--- src/rtl/voice_mix_scheduler.sv ---
// ---------------------------------------------------------------------------
// voice_mix_scheduler
//
// Purpose:
//   On every rising edge of the I2S frame clock it walks every active voice
//   in index order through one shared sample-compute datapath. It sums the
//   returned samples, scales the sum by an arithmetic right shift, saturates
//   it to 16 bits and pushes one word into the audio FIFO.
//
// Ports:
//   clk_i            system clock, all logic on the rising edge
//   reset_n_i        synchronous active-low reset
//   lrclk_i          I2S frame clock, asynchronous to clk_i
//   voice_active_i   per-voice enable, sampled when that voice is issued
//   voice_sel_o      index of the voice being requested
//   voice_req_o      one-cycle request strobe to the voice datapath
//   voice_ack_i      datapath response valid (one cycle)
//   voice_sample_i   signed sample, valid with voice_ack_i
//   fifo_full_i      audio FIFO write-side full
//   fifo_write_o     FIFO write strobe
//   audio_out_o      signed mixed sample to the FIFO data input
//   busy_o           high whenever a frame is in progress
//   overrun_cnt_o    frames lost, saturates at 255
//   timeout_err_o    sticky flag: some voice never answered in time
// ---------------------------------------------------------------------------
module voice_mix_scheduler #(
    parameter int NUM_VOICES  = 8,
    parameter int GAIN_SHIFT  = 3,
    parameter int ACK_TIMEOUT = 64,
    localparam int VW = (NUM_VOICES > 1) ? $clog2(NUM_VOICES) : 1
) (
    input  logic                  clk_i,
    input  logic                  reset_n_i,
    input  logic                  lrclk_i,
    input  logic [NUM_VOICES-1:0] voice_active_i,
    output logic [VW-1:0]         voice_sel_o,
    output logic                  voice_req_o,
    input  logic                  voice_ack_i,
    input  logic [15:0]           voice_sample_i,
    input  logic                  fifo_full_i,
    output logic                  fifo_write_o,
    output logic [15:0]           audio_out_o,
    output logic                  busy_o,
    output logic [7:0]            overrun_cnt_o,
    output logic                  timeout_err_o
);

    // The accumulator is wide enough to hold NUM_VOICES full-scale samples.
    localparam int AW = 16 + VW;
    localparam int TW = (ACK_TIMEOUT > 1) ? $clog2(ACK_TIMEOUT) : 1;
    localparam logic signed [AW-1:0] SAT_MAX = AW'(32767);
    localparam logic signed [AW-1:0] SAT_MIN = AW'(-32768);

    typedef enum logic [2:0] {
        S_IDLE,
        S_ISSUE,
        S_WAIT_ACK,
        S_NEXT,
        S_SCALE,
        S_WRITE
    } state_t;

    state_t                state_q;
    logic [VW-1:0]         idx_q;
    logic signed [AW-1:0]  acc_q;
    logic [TW-1:0]         timer_q;
    logic                  tick_pend_q;
    logic [15:0]           audio_q;
    logic [7:0]            overrun_q;
    logic                  timeout_q;
    logic                  lrclk_s1_q;
    logic                  lrclk_s2_q;
    logic                  lrclk_s3_q;

    logic                  tick_d;
    logic                  busy_d;
    logic                  overrun_inc_d;
    logic signed [AW-1:0]  sample_ext_d;
    logic signed [AW-1:0]  acc_sh_d;
    logic [15:0]           sat_d;

    // Rising edge of the synchronised frame clock.
    assign tick_d = lrclk_s2_q & ~lrclk_s3_q;
    assign busy_d = (state_q != S_IDLE);

    // A tick arriving while one is already pending is lost. In WRITE with the
    // FIFO full the stalled sample is the one discarded instead, which is
    // still exactly one lost frame, so both cases share this increment.
    assign overrun_inc_d = tick_d & busy_d & tick_pend_q;

    assign sample_ext_d = AW'($signed(voice_sample_i));
    assign acc_sh_d     = acc_q >>> GAIN_SHIFT;

    always_comb begin
        sat_d = acc_sh_d[15:0];
        if (acc_sh_d > SAT_MAX) begin
            sat_d = 16'h7FFF;
        end else if (acc_sh_d < SAT_MIN) begin
            sat_d = 16'h8000;
        end
    end

    assign voice_sel_o   = idx_q;
    assign voice_req_o   = (state_q == S_ISSUE) & voice_active_i[idx_q];
    assign fifo_write_o  = (state_q == S_WRITE) & ~fifo_full_i;
    assign audio_out_o   = audio_q;
    assign busy_o        = busy_d;
    assign overrun_cnt_o = overrun_q;
    assign timeout_err_o = timeout_q;

    always_ff @(posedge clk_i) begin
        if (!reset_n_i) begin
            state_q     <= S_IDLE;
            idx_q       <= '0;
            acc_q       <= '0;
            timer_q     <= '0;
            tick_pend_q <= 1'b0;
            audio_q     <= '0;
            overrun_q   <= '0;
            timeout_q   <= 1'b0;
            lrclk_s1_q  <= 1'b0;
            lrclk_s2_q  <= 1'b0;
            lrclk_s3_q  <= 1'b0;
        end else begin
            lrclk_s1_q <= lrclk_i;
            lrclk_s2_q <= lrclk_s1_q;
            lrclk_s3_q <= lrclk_s2_q;

            if (tick_d && busy_d && !tick_pend_q) begin
                tick_pend_q <= 1'b1;
            end
            if (overrun_inc_d && (overrun_q != 8'hFF)) begin
                overrun_q <= overrun_q + 8'd1;
            end

            case (state_q)
                S_IDLE: begin
                    if (tick_d || tick_pend_q) begin
                        acc_q       <= '0;
                        idx_q       <= '0;
                        // A fresh tick landing while a pending one is being
                        // consumed becomes the next pending frame.
                        tick_pend_q <= tick_d & tick_pend_q;
                        state_q     <= S_ISSUE;
                    end
                end
                S_ISSUE: begin
                    if (voice_active_i[idx_q]) begin
                        timer_q <= '0;
                        state_q <= S_WAIT_ACK;
                    end else begin
                        state_q <= S_NEXT;
                    end
                end
                S_WAIT_ACK: begin
                    if (voice_ack_i) begin
                        acc_q   <= acc_q + sample_ext_d;
                        state_q <= S_NEXT;
                    end else if (timer_q == TW'(ACK_TIMEOUT - 1)) begin
                        timeout_q <= 1'b1;
                        state_q   <= S_NEXT;
                    end else begin
                        timer_q <= timer_q + 1'b1;
                    end
                end
                S_NEXT: begin
                    if (idx_q == VW'(NUM_VOICES - 1)) begin
                        state_q <= S_SCALE;
                    end else begin
                        idx_q   <= idx_q + 1'b1;
                        state_q <= S_ISSUE;
                    end
                end
                S_SCALE: begin
                    audio_q <= sat_d;
                    state_q <= S_WRITE;
                end
                S_WRITE: begin
                    if (!fifo_full_i) begin
                        state_q <= S_IDLE;
                    end else if (tick_d && tick_pend_q) begin
                        state_q <= S_IDLE;
                    end
                end
                default: state_q <= S_IDLE;
            endcase
        end
    end

endmodule

--- config.mk ---
export PLATFORM = sky130hd
export DESIGN_NAME = voice_mix_scheduler
export DESIGN_NICKNAME = d
export VERILOG_FILES = /design/src/rtl/voice_mix_scheduler.sv
export SDC_FILE = /design/constraint.sdc
export NUM_CORES = 1
export LEC_CHECK = 0
export ABC_AREA = 1
export BUFFER_PORTS_ARGS = -buffer_cell sky130_fd_sc_hd__clkbuf_2
export CAP_MARGIN = 5
export CORE_UTILIZATION = 51
export DETAILED_ROUTE_END_ITERATION = 6
export GPL_TIMING_DRIVEN = 1
export PLACE_DENSITY = 0.76
export SLEW_MARGIN = 10
export SYNTH_ARGS = -nofsm -noshare
export SYNTH_HDL_FRONTEND = slang
export SYNTH_SLANG_ARGS = --single-unit
export TNS_END_PERCENT = 1
--- constraint.sdc ---
create_clock -name clk_i -period 1.7 [get_ports clk_i]
set_input_delay 0.255 -clock clk_i [delete_from_list [all_inputs] [get_ports clk_i]]
set_output_delay 0.255 -clock clk_i [all_outputs]
set_load 0.01 [all_outputs]
==> flow_metrics.env <==
export IMPL_required_ns=1.97
export IMPL_clock_skew_ns=0.006128
export IMPL_drt_initial_drc_count=151
export IMPL_cts_hold_buffers=0
export IMPL_antennaDiodeCount=0
export IMPL_clock_path_buffers=2
export IMPL_tightestPinTransition_ns=0.4245
export IMPL_coreArea_mm2=0.006832
export IMPL_final_common_cell="nand2_1"
export IMPL_synth_fp_nets=585
export IMPL_slowest_stage="fa_2"
export IMPL_die_h_um=86.19
export IMPL_drc=0
export IMPL_grt_max_degree=33
export IMPL_cts_clk_slew_worst_paths_ns=0.07
export IMPL_crit_arrival_ns=1.99
export IMPL_port_buffer_count=59
export IMPL_final_cell_mix="120 x nand2_1, 72 x nor2_1, 59 x clkbuf_2"
export IMPL_max_stage_delay_ns=0.40
export IMPL_synth_compound_area_share_pct=14.88
export IMPL_cts_made_buffers=9
export IMPL_num_vias=3810
export IMPL_leakage_nw=2.165
export IMPL_grt_util_all_layers_pct=24.73
export IMPL_endpoint_kind="flop"
export IMPL_async_flop_share_pct=0
export IMPL_period_share_pct=101.3
export IMPL_synth_edf_count=0
export IMPL_area_growth_pct=30.91
export IMPL_criticalPathCategory="reg -> reg"
export IMPL_clock_sinks=60
export IMPL_die_w_um=86.19
export IMPL_postRouteAntennaNets=0
export IMPL_clk_latency_ns=0.34
export IMPL_final_layout_size_suffix_gt1_share_pct=30.77
export IMPL_final_core_util_pct=69.27
export IMPL_hold_slack_ns=0.1036
export IMPL_syn_inst=533
export IMPL_synth_area_leaders="dfxtp_1 33%, nand2_1 13%, nor2_1 7.9%, ha_1 7.6%, a21oi_1 6.1%"
export IMPL_crit_path_start_kind="flop"
export IMPL_slew_viol_final=0
export IMPL_grt_first_pass_wirelength_um=14560
export IMPL_synthFlopType="dfxtp_1"
export IMPL_synth_area_per_cell_um2=6.782
export IMPL_nFillCells=579
export IMPL_violations="negative setup slack"
export IMPL_ctsRootBufferMaster="clkbuf_8"
export IMPL_firstDrtPassIters=4
export IMPL_yosys_area_share_simple_pct=33.51
export IMPL_cap_violations=0
export IMPL_vdd_drop_max_mv=0.5163
export IMPL_overflow=0
export IMPL_rsz0062_at_grt="true"
export IMPL_fin_tns_setup_ns=-0.04660
export IMPL_synthAdderAreaFrac_pct=8.169
export IMPL_fin_cells=720
export IMPL_yosysUniqueCellTypes=38
export IMPL_wirelength_um=9415
export IMPL_htreeDepth=3
export IMPL_synth_top_family_by_area="simple AND/OR/NAND/NOR gates"
export IMPL_synth_xor_area_share_pct=2.181
export IMPL_fp_row_count=30
export IMPL_yosysTopAreaCell="dfxtp_1"
export IMPL_seq_area_frac_synth_pct=33.23
export IMPL_setup_violations=4
export IMPL_vias_per_cell=5.292
export IMPL_max_freq_ghz=0.5809
export IMPL_placedCellCount=703
export IMPL_cp_max_fo=4
export IMPL_wl_per_cell_um=13.08
export IMPL_hold_path_class="in -> reg"
export IMPL_die_area_mm2=0.007429
export IMPL_antenna_found_initial=0
export IMPL_timing_final_crit_period_ns=1.722
export IMPL_synth_top_area_share_pct=33.23
export IMPL_io_pins=60
export IMPL_muxShareOfSynthArea_pct=0
export IMPL_max_slew_margin_pct=71.70
export IMPL_cts_tree="yes"
export IMPL_crit_top_cell="nand2_1"
export IMPL_cellPowerDensity_mw_per_mm2=897.2
export IMPL_place_hpwl_um=6596
export IMPL_yosysWarnings=0
export IMPL_fin_ws_ns=-0.02157
export IMPL_netlist_area_mm2=0.003615
export IMPL_status="complete, but fails checks"
export IMPL_power_mw=4.246
export IMPL_start_util_pct=52.91
export IMPL_first_global_vias=3353
export IMPL_hold_viol=0
export IMPL_crit_chain="ha_4 -> fa_2 -> nand3_2 -> nand3_2 -> nand2_1 -> nand2_2 -> nand2_1 -> nand2_1 -> nand2_1 -> nand3_1 -> a21oi_2"
export IMPL_synth_seq_cells=60
export IMPL_gp_congestion=0.9030
export IMPL_fin_nets=671
final timing paths:
kind                                  from    endpoint  slack, ns  depth (start not counted)
worst max-delay path              acc_q[0]   acc_q[16]      -0.02                         11
worst min-delay path               lrclk_i  lrclk_s1_q       0.10                          3
worst max register to register    acc_q[0]   acc_q[16]      -0.02                         11
worst min register to register  lrclk_s1_q  lrclk_s2_q       0.42                          2
per-layer routing:
layer  routed length [µm]  part of all wire (%)  vias up  track usage [%]
met5                    0                     0        -                0
met3                  491                   5.2       18            5.619
met1                 3995                    42     1763            29.65
met2                 4760                    51      119            42.71
li1                     -                     -     1910                -
met4                  169                   1.8        0            10.15
through the flow:
step | worst slack (ns) | instance area (µm²)
5_1_grt | -0.1040 | 4732
6_report | -0.02157 | 4732
3_3_place_gp | -0.06898 | 4172
2_1_floorplan | 0.001459 | 3617
3_5_place_dp | -0.1063 | 4172
4_1_cts | -0.01398 | 4479
worst max-delay path: cells and delay by family (launching register included):
kind / cells / cell delay (ns)
flops: 1 / 0.33
compound gates: 1 / 0.12
fa+ha+maj: 2 / 0.56
simple gates: 8 / 0.65
sequential cells by signal, summed over array words and instances, names as in the netlist:
signal	cells
overrun_cnt_o	8
voice_sel_o	3
acc_q	19
timeout_err_o	1
state_q	3
lrclk_s2_q	1
tick_pend_q	1
lrclk_s1_q	1
lrclk_s3_q	1
timer_q	6
audio_out_o	16
what timing repair did:
| item | in CTS | in global routing |
|---|---|---|
| resized for setup | 11 | 50 |
| cloned | 0 | 0 |
| pin swaps | 1 | 7 |
| setup endpoints to repair | 9 | 15 |
| buffers inserted | 0 | 1 |
synthesized netlist by cell type (3+ instances only):
library cell and count:
ha_1 22, xor2_1 6, a21oi_1 44, nand3b_1 5, nor2_1 76, a21oi_2 7, dfxtp_1 60, nand3_1 37
inv_1 53, nand2_2 10, o21ai_0 29, inv_2 6, o21ai_1 3, nor3_1 8, nand2_1 125, nand4_1 3
xnor2_1 3, clkbuf_1 6, or2_2 3
cell families (layout without fill, tap and decap cells):
family,after synthesis,count (layout)
AND/OR/NAND/NOR,276,276
buffers and inverters,70,161
XOR/XNOR,9,9
adder cells (fa/ha/maj),23,23
AO/OA/AOI/OAI,95,95
flip-flops,60,60
report_power, final:
group / internal, mW / leakage, nW / total, mW / switching, mW
Clock: 1.05 / 0.127 / 1.62 / 0.563
Combinational: 0.431 / 1.55 / 1.09 / 0.661
Sequential: 1.47 / 0.490 / 1.54 / 0.0706
cell type report:
cell class | count | area [µm²] | area share [%]
clock buffers | 12 | 155.1 | 3.279
inverters | 59 | 224.0 | 4.733
clock inverters | 4 | 95.09 | 2.010
flip-flops and latches | 60 | 1217 | 25.73
repair buffers | 86 | 510.5 | 10.79
well taps | 96 | 120.1 | 2.538
multi-input cells | 403 | 2410 | 50.93
Note: power is estimated with default switching activity, not from simulation.
